==> src/rtl/mod_counter_pkg.sv <==
// Shared definitions for the modulo-N counter: end-of-range mode encodings
// and the modulus legality test used when a new modulus is written.
package mod_counter_pkg;

   localparam logic MODE_WRAP = 1'b0;
   localparam logic MODE_SAT  = 1'b1;

   // A modulus is usable when the count register can hold every value 0..mod-1.
   function automatic logic valid_mod(input logic [31:0] mod, input int unsigned width);
      return (mod >= 32'd2) && (mod <= (32'd1 << width));
   endfunction

endpackage

==> src/rtl/mod_shadow_reg.sv <==
// Modulus holding register with a shadow copy: writes are validated and parked
// until the counter core signals a safe point (roll-over, end hold or load).
module mod_shadow_reg
   import mod_counter_pkg::*;
#(
   parameter int WIDTH       = 3,
   parameter int DEFAULT_MOD = 5
) (
   input  logic             clk,
   input  logic             rst,
   input  logic             mod_wr,
   input  logic [WIDTH:0]   mod_val,
   input  logic             apply,
   output logic [WIDTH:0]   mod_active,
   output logic [WIDTH:0]   mod_new,
   output logic             mod_err
);

   localparam logic [WIDTH:0] DEF_MOD = DEFAULT_MOD[WIDTH:0];

   logic [WIDTH:0] shadow_reg;
   logic           pend_reg;
   logic           wr_ok;

   assign wr_ok   = valid_mod(32'(mod_val), WIDTH);
   // Modulus that will be in force after an apply this cycle.
   assign mod_new = pend_reg ? shadow_reg : mod_active;

   always_ff @(posedge clk) begin
      if (rst) begin
         mod_active <= DEF_MOD;
         shadow_reg <= '0;
         pend_reg   <= 1'b0;
         mod_err    <= 1'b0;
      end else begin
         mod_err <= mod_wr & ~wr_ok;
         if (apply && pend_reg) begin
            mod_active <= shadow_reg;
            pend_reg   <= 1'b0;
         end
         // A write coinciding with an apply is kept for the next one.
         if (mod_wr && wr_ok) begin
            shadow_reg <= mod_val;
            pend_reg   <= 1'b1;
         end
      end
   end

endmodule

==> src/rtl/mod_n_counter.sv <==
// Programmable modulo-N up/down counter with load, wrap-or-saturate end
// behaviour and strobes for cascading.
module mod_n_counter
   import mod_counter_pkg::*;
#(
   parameter int WIDTH       = 3,
   parameter int DEFAULT_MOD = 5,
   parameter int SATURATE    = 0
) (
   input  logic             clk,
   input  logic             rst,
   input  logic             en,
   input  logic             up_dn,
   input  logic             load,
   input  logic [WIDTH-1:0] load_val,
   input  logic             mod_wr,
   input  logic [WIDTH:0]   mod_val,
   output logic [WIDTH-1:0] count,
   output logic [WIDTH:0]   mod_active,
   output logic             tc,
   output logic             wrap,
   output logic             sat,
   output logic             mod_err
);

   localparam logic MODE = (SATURATE != 0) ? MODE_SAT : MODE_WRAP;

   logic [WIDTH:0]   mod_new;
   logic [WIDTH:0]   cnt_ext;
   logic [WIDTH:0]   last_cur;
   logic [WIDTH:0]   last_new;
   logic [WIDTH-1:0] load_clamp;
   logic [WIDTH-1:0] hold_clamp;
   logic             at_top;
   logic             at_bot;
   logic             apply;

   assign cnt_ext  = {1'b0, count};
   assign last_cur = mod_active - 1'b1;
   assign last_new = mod_new - 1'b1;
   assign at_top   = (cnt_ext == last_cur);
   assign at_bot   = (count == '0);
   assign tc       = en & (up_dn ? at_top : at_bot);

   // Every place the modulus may change: a load, or an enabled edge at the end.
   assign apply = load | tc;

   assign load_clamp = ({1'b0, load_val} > last_new) ? last_new[WIDTH-1:0] : load_val;
   assign hold_clamp = (cnt_ext > last_new) ? last_new[WIDTH-1:0] : count;

   mod_shadow_reg #(
      .WIDTH       (WIDTH),
      .DEFAULT_MOD (DEFAULT_MOD)
   ) u_shadow (
      .clk        (clk),
      .rst        (rst),
      .mod_wr     (mod_wr),
      .mod_val    (mod_val),
      .apply      (apply),
      .mod_active (mod_active),
      .mod_new    (mod_new),
      .mod_err    (mod_err)
   );

   always_ff @(posedge clk) begin
      if (rst) begin
         count <= '0;
         wrap  <= 1'b0;
         sat   <= 1'b0;
      end else if (load) begin
         count <= load_clamp;
         wrap  <= 1'b0;
         sat   <= 1'b0;
      end else if (en) begin
         if (tc) begin
            if (MODE == MODE_WRAP) begin
               count <= up_dn ? '0 : last_new[WIDTH-1:0];
               wrap  <= 1'b1;
               sat   <= 1'b0;
            end else begin
               // Holding; a newly applied larger modulus lets an up count resume.
               count <= hold_clamp;
               wrap  <= 1'b0;
               sat   <= up_dn ? (cnt_ext >= last_new) : 1'b1;
            end
         end else begin
            count <= up_dn ? count + 1'b1 : count - 1'b1;
            wrap  <= 1'b0;
            sat   <= 1'b0;
         end
      end else begin
         wrap <= 1'b0;
      end
   end

endmodule

==> config.mk <==
export PLATFORM = sky130hd
export DESIGN_NAME = mod_n_counter
export DESIGN_NICKNAME = d
export VERILOG_FILES = /design/src/rtl/mod_counter_pkg.sv /design/src/rtl/mod_shadow_reg.sv /design/src/rtl/mod_n_counter.sv
export SDC_FILE = /design/constraint.sdc
export NUM_CORES = 1
export LEC_CHECK = 0
export BUFFER_PORTS_ARGS = -buffer_cell sky130_fd_sc_hd__clkbuf_2
export CAP_MARGIN = 5
export CORE_MARGIN = 2
export CORE_UTILIZATION = 40
export CTS_CLUSTER_SIZE = 20
export DETAILED_ROUTE_END_ITERATION = 8
export PLACE_DENSITY_LB_ADDON = 0.25
export SYNTH_ARGS = -nofsm -noshare
export SYNTH_HDL_FRONTEND = slang
export SYNTH_SLANG_ARGS = --single-unit
export TNS_END_PERCENT = 30
==> constraint.sdc <==
create_clock -name clk -period 2.57 [get_ports clk]
set_input_delay 0.1285 -clock clk [delete_from_list [all_inputs] [get_ports clk]]
set_output_delay 0.1285 -clock clk [all_outputs]
set_load 0.02 [all_outputs]
==> results.tsv <==
stage	metric	value	unit
power	net switching share of the total power	0.373	
synth	Post-Syn Area per Cell	8.25	sq um
synth	Yosys warnings	0	
synth	top_reg_cell synth	dfxtp_1	
setup_path	Req. time, crit path	2.74	ns
timing	worst slew pin tran	0.560	ns
synth	complex-gate fraction of the synthesized area	0.234	
synth	mux contribution to synthesized area	0.0826	
global_route	grt ovf	0	
global_route	antenna violations before repair	0	
synth	#FFs+latches synth	14	
cells_and_area	layout cells sized above 1	0.241	
synth	area leader, netlist	dfxtp_1	
synth	xor/xnor share of the synthesized area	0.0578	
route	total routed wirelength	2.74	mm
route	WL per Instance	13.6	um
floorplanning	I/O pins	24	
hold_path	type of the worst min-delay path	in2reg	
cells_and_area	fillcell total	293	
floorplanning	starting density of the core	0.429	
power	P_leak	0.600	nW
synth	Adder-Cell Fraction of Synth Area	0.0681	
timing	final setup violation count	0	
synth	syn nets	166	
power	IR drop worst, VDD	0.000253	V
clock_network	Worst-path clk slew	0.09	ns
timing	final period utilization	0.889	
setup_path	Setup crit end kind	register	
global_route	first-pass GRT wire length	4.76	mm
timing	Fin Setup TNS	0	ns
global_route	Tot GR Track Use	0.175	
synth	top cell type's share of synthesized area	0.231	
cells_and_area	Area Growth Syn to Fin	15.5	%
floorplanning	Die H	59.1	um
floorplanning	die width	59.1	um
power	pwr dens	518	nW/um^2
route	routed vias	1162	
timing	Slew Viols, Final	0	
route	Post-route DRC	0	
global_route	vias in the first global route	1090	
status	status	completed	
floorplanning	Core ar.	2830	sq um
power	Clk pwr share	0.219	
synth	synthesized cell area	1210	sq um
power	Comb pwr share	0.419	
synth	Async S/R FF share, synth	0	
cells_and_area	final core occ	0.495	
synth	Post-synth EDFFs	0	
timing	Peak Freq	0.438	GHz
synth	ranking of synthesized cells by area	dfxtp_1 (23%), mux2i_1 (8.3%), ha_1 (5.2%)	
power	sequential power share	0.362	
route	drt initial violations	34	
route	via/cell ratio	5.78	
route	total iterations of the first detailed-routing run	4	
cells_and_area	# diodes	0	
clock_network	CTS tree	built	
timing	Slew headroom	0.616	
timing	Final Skew	0.00937	ns
cells_and_area	nets	190	
place	Port-buffer cells	22	
power	PnR Total Power	0.726	mW
floorplanning	Rows	19	
synth	Post-Synth Simple-Gate Area	0.255	
synth	Cell variety after synth	50	
timing	RSZ-0062 raised after global routing	no	
setup_path	Max FO, Critical Path	5	
clock_network	total CTS buffers	3	
synth	sequential area share after synthesis	0.231	
timing	Final Hold Fails	0	
power	Internal Power	0.455	mW
clock_network	H-tree levels	1	
setup_path	Arr. time, crit path	2.45	ns
setup_path	type of origin of the critical path	register	
job	Max Cap Viol	0	
clock_network	clk_lat worst skew	0.28	ns
synth	main combinational cell family by area after synthesis	simple AND/OR/NAND/NOR gates	
setup_path	CP Class	reg2reg	
place	GPL Wtd Cong	0.839	
timing	Final min period	2.29	ns
route	Final ANT Viol Nets	0	
clock_network	Sink Count	14	
clock_network	clk root buf	clkbuf_4	
clock_network	clk buf depth	2	
floorplanning	die area	3490	sq um
place	DP Wirelength	2.18	mm
synth	Cells after Synth	147	
global_route	largest net degree at the start of global routing	17	
power	Sw Pwr	0.271	mW
clock_network	Post-CTS Hold Fix Bufs	0	
==> per-layer routing <==
layer  share of wire  vias up  global-route usage
met5               0        -                   0
met4           0.012        0              0.0584
met3           0.035        4              0.0218
met2            0.48       31               0.298
met1            0.47      541               0.227
li1                -      586                   -
==> kinds of logic (layout without fill, tap and decap cells) <==
kind of cell	count (synthesis)	in the layout
other	1	1
AOI/OAI and AO/OA	39	39
xor gates and xnor gates	8	8
DFF	14	14
buffers and inverters	19	42
muxes	10	10
adders and majority gates	6	6
and+or+nand+nor	50	50
==> synthesized netlist by cell type (2+ instances only) <==
master,count
o211ai_1,3
inv_1,11
nand2b_1,2
nor2_1,11
nor4b_1,2
a21oi_1,6
a211oi_1,3
clkbuf_1,3
o21ai_1,4
nor4_1,2
nor3_1,5
nor3b_1,4
nand2_1,8
mux2i_1,10
buf_2,3
o21ai_0,7
a211o_1,2
ha_1,5
a31oi_1,2
dfxtp_1,14
buf_4,2
xnor2_1,7
nand3_1,3
a22oi_1,2
==> final timing paths <==
check                          from                endpoint  slack, ns  depth (start not counted)
max               u_shadow.pend_reg                count[1]       0.28                          7
min                          mod_wr        u_shadow.mod_err       0.14                          2
max reg2reg       u_shadow.pend_reg                count[1]       0.28                          7
min reg2reg  u_shadow.shadow_reg[3]  u_shadow.shadow_reg[3]       0.57                          2
==> critical path: stages (launching register included) <==
cell      delay, ns
dfxtp_1        0.39
mux2i_1        0.25
ha_1           0.31
ha_1           0.31
a211oi_1       0.41
nor2_2         0.13
a311oi_1       0.27
a31oi_1        0.10
==> layout by cell type, fill, tap and decap left out, types with 2 or more instances in the layout <==
master / n
a211o_1: 2
a211oi_1: 3
a21oi_1: 6
a22oi_1: 2
a31oi_1: 2
buf_4: 5
clkbuf_2: 22
clkbuf_4: 3
dfxtp_1: 14
ha_1: 5
inv_1: 11
mux2i_1: 10
nand2_1: 8
nand2b_1: 2
nand3_1: 3
nor2_1: 10
nor3_1: 5
nor3b_1: 4
nor4_1: 2
nor4b_1: 2
o211ai_1: 3
o21ai_0: 6
o21ai_1: 4
xnor2_1: 7
==> stage by stage <==
stage               instance area, sq um  worst slack, ns  hold WS, ns  cells
CTS                                 1390            0.202        0.137    201
global placement                    1360            0.311        0.432    197
detailed placement                  1360            0.216        0.440    197
finish                              1400            0.285        0.143    201
global route                        1400           0.0244        0.144    201
floorplan                           1210            0.151        0.228    147
==> what timing repair did <==
action                     in CTS  in global routing
gates resized for setup         0                  3
setup buffers                   0                  0
setup endpoints to repair       0                  3
==> power groups by stage <==
stage	combinational (mW)	clock [mW]	sequential [mW]
after floorplan	0.214	0	0.275
after global placement	0.288	0	0.267
after detailed placement	0.297	0	0.268
after CTS	0.298	0.164	0.263
after global routing	0.337	0.178	0.267
final	0.304	0.159	0.263
==> cell type report <==
| class | count | area (sq um) | area share |
|---|---|---|---|
| clock buffers | 4 | 36.3 | 0.0259 |
| multi-input cells | 114 | 856 | 0.611 |
| well taps | 31 | 38.8 | 0.0277 |
| flip-flops and latches | 14 | 280 | 0.200 |
| repair buffers | 27 | 148 | 0.105 |
| inverters | 11 | 41.3 | 0.0295 |
Power figures use the tool's default switching activity.
